## src/rtl/spi_regbank_cfg.sv

```systemverilog
// ---------------------------------------------------------------------------
// spi_regbank_cfg : SPI table loader with optional EEPROM commit, masked readback and retry. Rev 1.0
// ---------------------------------------------------------------------------
`default_nettype none

module spi_regbank_cfg #(
   parameter int                NUM_REGS    = 8,
   parameter int                DATA_W      = 32,
   parameter int                CLK_DIV     = 4,
   parameter int                LSB_FIRST   = 1,
   parameter int                WAIT_CYC    = 60000,
   parameter int                LE_GAP      = 4,
   parameter int                EEPROM_EN   = 0,
   parameter logic [DATA_W-1:0] EEPROM_WORD = 'h1F,
   parameter int                READBACK    = 1,
   parameter logic [DATA_W-1:0] VMASK       = 'hFFFF_FFF0,
   parameter int                MAX_RETRY   = 2
) (
   input  logic                       clk,
   input  logic                       rst,
   input  logic                       start,
   input  logic [NUM_REGS*DATA_W-1:0] cfg_table,
   output logic                       spi_clk,
   output logic                       spi_mosi,
   input  logic                       spi_miso,
   output logic                       spi_le,
   output logic                       spi_syn,
   output logic                       spi_powerdn,
   output logic                       busy,
   output logic                       cfg_finish,
   output logic                       cfg_error,
   output logic [3:0]                 err_index,
   output logic [DATA_W-1:0]          spi_revdata,
   output logic                       rd_valid
);

   localparam int              BW        = $clog2(DATA_W + 1);
   localparam int              DW        = $clog2(CLK_DIV + 1);
   localparam logic [BW-1:0]   LAST_BIT  = BW'(DATA_W - 1);
   localparam logic [DW-1:0]   DIV_LAST  = DW'(CLK_DIV - 1);
   localparam logic [3:0]      LAST_IDX  = 4'(NUM_REGS - 1);
   localparam logic [31:0]     GAP_LIM   = 32'(LE_GAP);
   localparam logic [31:0]     WAIT_LIM  = 32'(WAIT_CYC);
   localparam logic [7:0]      RETRY_LIM = 8'(MAX_RETRY);

   typedef enum logic [3:0] {
      S_IDLE, S_LOAD, S_SHIFT, S_GAP, S_WAIT,
      S_RDCMD, S_RDSHIFT, S_CHECK, S_DONE, S_FAIL
   } state_t;

   state_t              state, nxt;
   logic [3:0]          idx;
   logic [7:0]          retry;
   logic [31:0]         cnt;
   logic [DW-1:0]       div_cnt;
   logic [BW-1:0]       bit_cnt;
   logic [DATA_W-1:0]   shreg, rxreg;
   logic                is_ee, is_rdcmd;

   logic [DATA_W-1:0]   words [16];
   logic [DATA_W-1:0]   load_word, shifted, rx_next;
   logic                load_bit, next_bit, match;

   // Pad the table to 16 entries so a 4-bit index always fits.
   for (genvar i = 0; i < 16; i++) begin : g_words
      if (i < NUM_REGS) begin : g_used
         assign words[i] = cfg_table[i*DATA_W +: DATA_W];
      end else begin : g_pad
         assign words[i] = '0;
      end
   end

   always_comb begin
      load_word = (state == S_RDCMD) ? {{(DATA_W-8){1'b0}}, idx, 4'hE}
                : (is_ee ? EEPROM_WORD : words[idx]);
      if (LSB_FIRST != 0) begin
         load_bit = load_word[0];
         shifted  = {1'b0, shreg[DATA_W-1:1]};
         next_bit = shifted[0];
         rx_next  = {spi_miso, rxreg[DATA_W-1:1]};
      end else begin
         load_bit = load_word[DATA_W-1];
         shifted  = {shreg[DATA_W-2:0], 1'b0};
         next_bit = shifted[DATA_W-1];
         rx_next  = {rxreg[DATA_W-2:0], spi_miso};
      end
      match = ((spi_revdata & VMASK) == (words[idx] & VMASK));
   end

   assign spi_syn     = 1'b1;
   assign spi_powerdn = 1'b1;

   always_ff @(posedge clk) begin
      if (rst) begin
         state       <= S_IDLE;
         nxt         <= S_IDLE;
         idx         <= '0;
         retry       <= '0;
         cnt         <= '0;
         div_cnt     <= '0;
         bit_cnt     <= '0;
         shreg       <= '0;
         rxreg       <= '0;
         is_ee       <= 1'b0;
         is_rdcmd    <= 1'b0;
         spi_clk     <= 1'b0;
         spi_mosi    <= 1'b0;
         spi_le      <= 1'b1;
         busy        <= 1'b0;
         cfg_finish  <= 1'b0;
         cfg_error   <= 1'b0;
         err_index   <= '0;
         spi_revdata <= '0;
         rd_valid    <= 1'b0;
      end else begin
         rd_valid <= 1'b0;
         case (state)
            S_IDLE, S_DONE, S_FAIL: begin
               if (start) begin
                  state      <= S_LOAD;
                  idx        <= '0;
                  retry      <= '0;
                  is_ee      <= 1'b0;
                  busy       <= 1'b1;
                  cfg_finish <= 1'b0;
                  cfg_error  <= 1'b0;
               end
            end
            S_LOAD, S_RDCMD: begin
               shreg    <= load_word;
               spi_mosi <= load_bit;
               spi_le   <= 1'b0;
               div_cnt  <= '0;
               bit_cnt  <= '0;
               is_rdcmd <= (state == S_RDCMD);
               state    <= S_SHIFT;
            end
            S_SHIFT, S_RDSHIFT: begin
               if (div_cnt != DIV_LAST) begin
                  div_cnt <= div_cnt + DW'(1);
               end else begin
                  div_cnt <= '0;
                  if (!spi_clk) begin
                     spi_clk <= 1'b1;
                     rxreg   <= rx_next;
                  end else begin
                     spi_clk <= 1'b0;
                     if (bit_cnt != LAST_BIT) begin
                        bit_cnt  <= bit_cnt + BW'(1);
                        shreg    <= shifted;
                        spi_mosi <= next_bit;
                     end else begin
                        spi_le   <= 1'b1;
                        spi_mosi <= 1'b0;
                        cnt      <= '0;
                        if (state == S_RDSHIFT) begin
                           spi_revdata <= rxreg;
                           rd_valid    <= 1'b1;
                           state       <= S_CHECK;
                        end else begin
                           nxt   <= is_rdcmd ? S_RDSHIFT : S_WAIT;
                           state <= S_GAP;
                        end
                     end
                  end
               end
            end
            S_GAP: begin
               if (cnt + 32'd1 >= GAP_LIM) begin
                  cnt   <= '0;
                  state <= nxt;
                  // The response frame opens straight out of the gap with MOSI held low.
                  if (nxt == S_RDSHIFT) begin
                     spi_le   <= 1'b0;
                     shreg    <= '0;
                     spi_mosi <= 1'b0;
                     div_cnt  <= '0;
                     bit_cnt  <= '0;
                  end
               end else begin
                  cnt <= cnt + 32'd1;
               end
            end
            S_WAIT: begin
               if (cnt + 32'd1 >= WAIT_LIM) begin
                  cnt <= '0;
                  if (!is_ee && idx != LAST_IDX) begin
                     idx   <= idx + 4'd1;
                     state <= S_LOAD;
                  end else if (!is_ee && EEPROM_EN != 0) begin
                     is_ee <= 1'b1;
                     state <= S_LOAD;
                  end else if (READBACK != 0) begin
                     idx   <= '0;
                     state <= S_RDCMD;
                  end else begin
                     busy       <= 1'b0;
                     cfg_finish <= 1'b1;
                     state      <= S_DONE;
                  end
               end else begin
                  cnt <= cnt + 32'd1;
               end
            end
            S_CHECK: begin
               cnt <= '0;
               if (match) begin
                  if (idx == LAST_IDX) begin
                     busy       <= 1'b0;
                     cfg_finish <= 1'b1;
                     state      <= S_DONE;
                  end else begin
                     idx   <= idx + 4'd1;
                     nxt   <= S_RDCMD;
                     state <= S_GAP;
                  end
               end else begin
                  err_index <= idx;
                  if (retry < RETRY_LIM) begin
                     retry <= retry + 8'd1;
                     idx   <= '0;
                     is_ee <= 1'b0;
                     nxt   <= S_LOAD;
                     state <= S_GAP;
                  end else begin
                     busy      <= 1'b0;
                     cfg_error <= 1'b1;
                     state     <= S_FAIL;
                  end
               end
            end
            default: state <= S_IDLE;
         endcase
      end
   end

endmodule

`default_nettype wire
```

## config.mk

```make
export PLATFORM = sky130hd
export DESIGN_NAME = spi_regbank_cfg
export DESIGN_NICKNAME = d
export VERILOG_FILES = /design/src/rtl/spi_regbank_cfg.sv
export SDC_FILE = /design/constraint.sdc
export NUM_CORES = 1
export LEC_CHECK = 0
export BUFFER_PORTS_ARGS = -buffer_cell sky130_fd_sc_hd__buf_4
export CORE_MARGIN = 10
export CORE_UTILIZATION = 47
export DETAILED_ROUTE_END_ITERATION = 8
export GPL_ROUTABILITY_DRIVEN = 0
export PLACE_DENSITY = 0.76
export SLEW_MARGIN = 20
export SYNTH_ARGS = -nofsm -noshare
export SYNTH_HDL_FRONTEND = slang
export SYNTH_SLANG_ARGS = --single-unit
```

## constraint.sdc

```tcl
create_clock -name clk -period 3.4 [get_ports clk]
set_clock_uncertainty 0.05 [all_clocks]
set_input_delay 0.17 -clock clk [delete_from_list [all_inputs] [get_ports clk]]
set_output_delay 0.17 -clock clk [all_outputs]
set_load 0.01 [all_outputs]
```

==> impl_results.md <==
- Final setup viols: 0
- Final core utilization: 64.2%
- Post-DR wirelength/cell: 22.8 um
- CP max stage cell: mux4_2
- Starting Density: 47.7%
- Layout Nets: 1,753
- Pin count of the biggest net entering global routing: 81
- Power per cell area: 463 nW/um2
- Global route overflow: 0
- H-tree depth: 4
- DRT Pass-1 Iters: 5
- CP bufs+invs: 2
- Die height: 166 um
- Top_reg_cell synth: dfxtp_1
- Top post-synthesis cells by area: dfxtp_1, mux4_2, nand2_1, a21oi_1, mux2i_1
- Tightest Pin Transition: 898 ps
- Synth warn: 0
- Root buffer cell: clkbuf_16
- Register area share after synthesis: 33.3%
- Slew Limit Fails: 0
- Layout overhead on the synthesized area: 34.6%
- Arr. time, crit path: 3590 ps
- # DRC: 0
- Post-synth EDFFs: 0
- HP Class: primary input to register
- Port buffer count: 302
- Max_cap viols: 0
- Final worst setup slack: 87.6 ps
- Synth unique cells: 72
- CP Capture Type: register
- DRT iter0 DRCs: 1,183
- GR Util All Layers: 27.1%
- Routed vias: 10,600
- Crit path max fanout: 15
- Final design area excluding fillers: 13,500 um2
- Clock Latency Late Sink: 440 ps
- Most frequent cell after synthesis: nand2_1
- Die W: 166 um
- Post-DP Area: 12,700 um2
- Critical Path Source Type: register
- Post-route ant nets: 0
- Crit Path Class: register to register
- Core area: 21,000 um2
- Worst path top cell family by delay: multiplexers
- Tmin final: 3310 ps
- Top-area cell type share of the netlist area: 33.3%
- Peak VDD IR: 337 uV
- Via density: 5.99
- Largest stage delay, worst path: 540 ps
- Yosys reg bits: 167
- Die area: 27,600 um2
- FILL cells: 1,782
- Clock slew at reported path FFs: 70 ps
- Hpwl dp: 31,200 um
- # rows: 53
- Synth cell count leaders: nand2_1, dfxtp_1, a21oi_1
- Hold Violations, Final: 0
- Via count of the first global-routing pass: 10,200
- TritonCTS clock tree: done
- CTS Buf Count: 17
- CTS Sinks: 167
- F_max: 302 MHz
- Initial antenna violation count: 4
- Io pins: 305
- LEAKAGE: 5.24 nW
- Drt total wl: 40,400 um
- Setup WS pre-CTS: -122 ps
- Cell Area, Synth: 10,000 um2
- Area leader, netlist: dfxtp_1
- Status: finished, final reports clean
- Global-route wire length before repair: 59,800 um
- Mean post-synth cell area: 8.35 um2
- Clock buffer depth: 2
- Worst rel slew slack: 40.2%
- ANT cells: 0
- Fraction of layout cells with a size suffix above 1: 32.9%
- Period utilization: 97.4%
- Post-Synthesis Cells: 1,201
- Async SR Flop Fraction: 0%
- CP Cell Sequence: buf_12, mux4_2, mux2i_2, xnor2_1, o32ai_1, a21oi_1, nor3_2, buf_4, a31o_2, o21bai_2, mux2_2
- CP required: 3680 ps
final timing paths:
kind                    from         end  slack [ps]  cells past startpoint
setup / recovery      idx[1]      idx[3]          90                     11
setup reg to reg      idx[1]      idx[3]          90                     11
hold reg to reg   div_cnt[2]  div_cnt[2]         380                      2
hold / removal         start    retry[2]          80                      3
final cells by class:
cell class | instances | area, um2 | share of cell area (%)
inverter | 20 | 75.1 | 0.556
timing repair buffer | 362 | 2850 | 21.1
clock inverter | 15 | 186 | 1.38
multi-input combinational | 919 | 6260 | 46.4
sequential | 167 | 3350 | 24.8
clock buffer | 17 | 425 | 3.15
tap | 275 | 344 | 2.55
timing repair:
| action | CTS | global route |
|---|---|---|
| buffers inserted | 2 | 1 |
| resized for setup | 2 | 14 |
| endpoints found under the setup margin | 16 | 61 |
| pin swaps | 1 | 1 |
| cloned | 0 | 2 |
| hold buffers | 1 | 0 |
| endpoints found under the hold margin | 1 | 0 |
per-stage QoR:
stage	TNS [ps]	std cells	power (mW)	hold WS (ps)
2_1_floorplan	0	1202	3.51	256
3_3_place_gp	-325	1737	4.16	367
3_5_place_dp	-805	1737	4.20	375
4_1_cts	0	1772	6.21	53.9
5_1_grt	-67.4	1775	6.55	90.7
6_report	0	1775	6.25	76.4
tightest hold or removal path, cell delays in order:
cell,delay (ps)
buf_4,110
and3_1,170
nor3_1,50
power breakdown:
group          leakage, nW  switching [mW]  internal, mW
clock                0.300           0.906          1.12
sequential            1.36           0.197          2.19
combinational         3.58            1.04         0.795
total                 5.24            2.15          4.11
flip-flops by register name, summed over array words and instances (netlist names):
signal	cells
cnt	32
rxreg	32
spi_revdata	32
shreg	31
retry	8
bit_cnt	6
err_index	4
idx	4
state	4
div_cnt	3
nxt	3
busy	1
cfg_error	1
cfg_finish	1
is_rdcmd	1
rd_valid	1
spi_clk	1
spi_le	1
spi_mosi	1
cells in the final DEF (no fill, tap or decap), types with 20 or more instances in the layout:
| master | instances |
|---|---|
| a211oi_1 | 25 |
| a21oi_1 | 121 |
| and3_1 | 27 |
| buf_4 | 351 |
| dfxtp_1 | 164 |
| inv_1 | 20 |
| mux2_2 | 25 |
| mux2i_1 | 49 |
| mux4_2 | 43 |
| nand2_1 | 169 |
| nand3_1 | 27 |
| nor2_1 | 102 |
| nor3_1 | 49 |
| o21ai_0 | 31 |
| xnor2_1 | 25 |
cell families after synthesis:
logic type | after synthesis | synth area share, %
simple gates | 484 | 23.2
compound gates | 276 | 17.4
flops | 167 | 33.3
mux | 120 | 17.7
buf+inv | 116 | 4.86
xor+xnor | 31 | 2.71
fa+ha+maj | 6 | 0.748
other cells | 1 | 0.0374
layer usage:
| layer | up-vias | GRT usage (%) | share of wire (%) |
|---|---|---|---|
| met5 | - | 0 | 0.11 |
| met4 | 8 | 5.82 | 1.7 |
| met3 | 67 | 11.2 | 11 |
| met2 | 550 | 44.0 | 47 |
| met1 | 5039 | 32.8 | 39 |
| li1 | 4973 | - | - |
(Power assumes the default switching activity.)
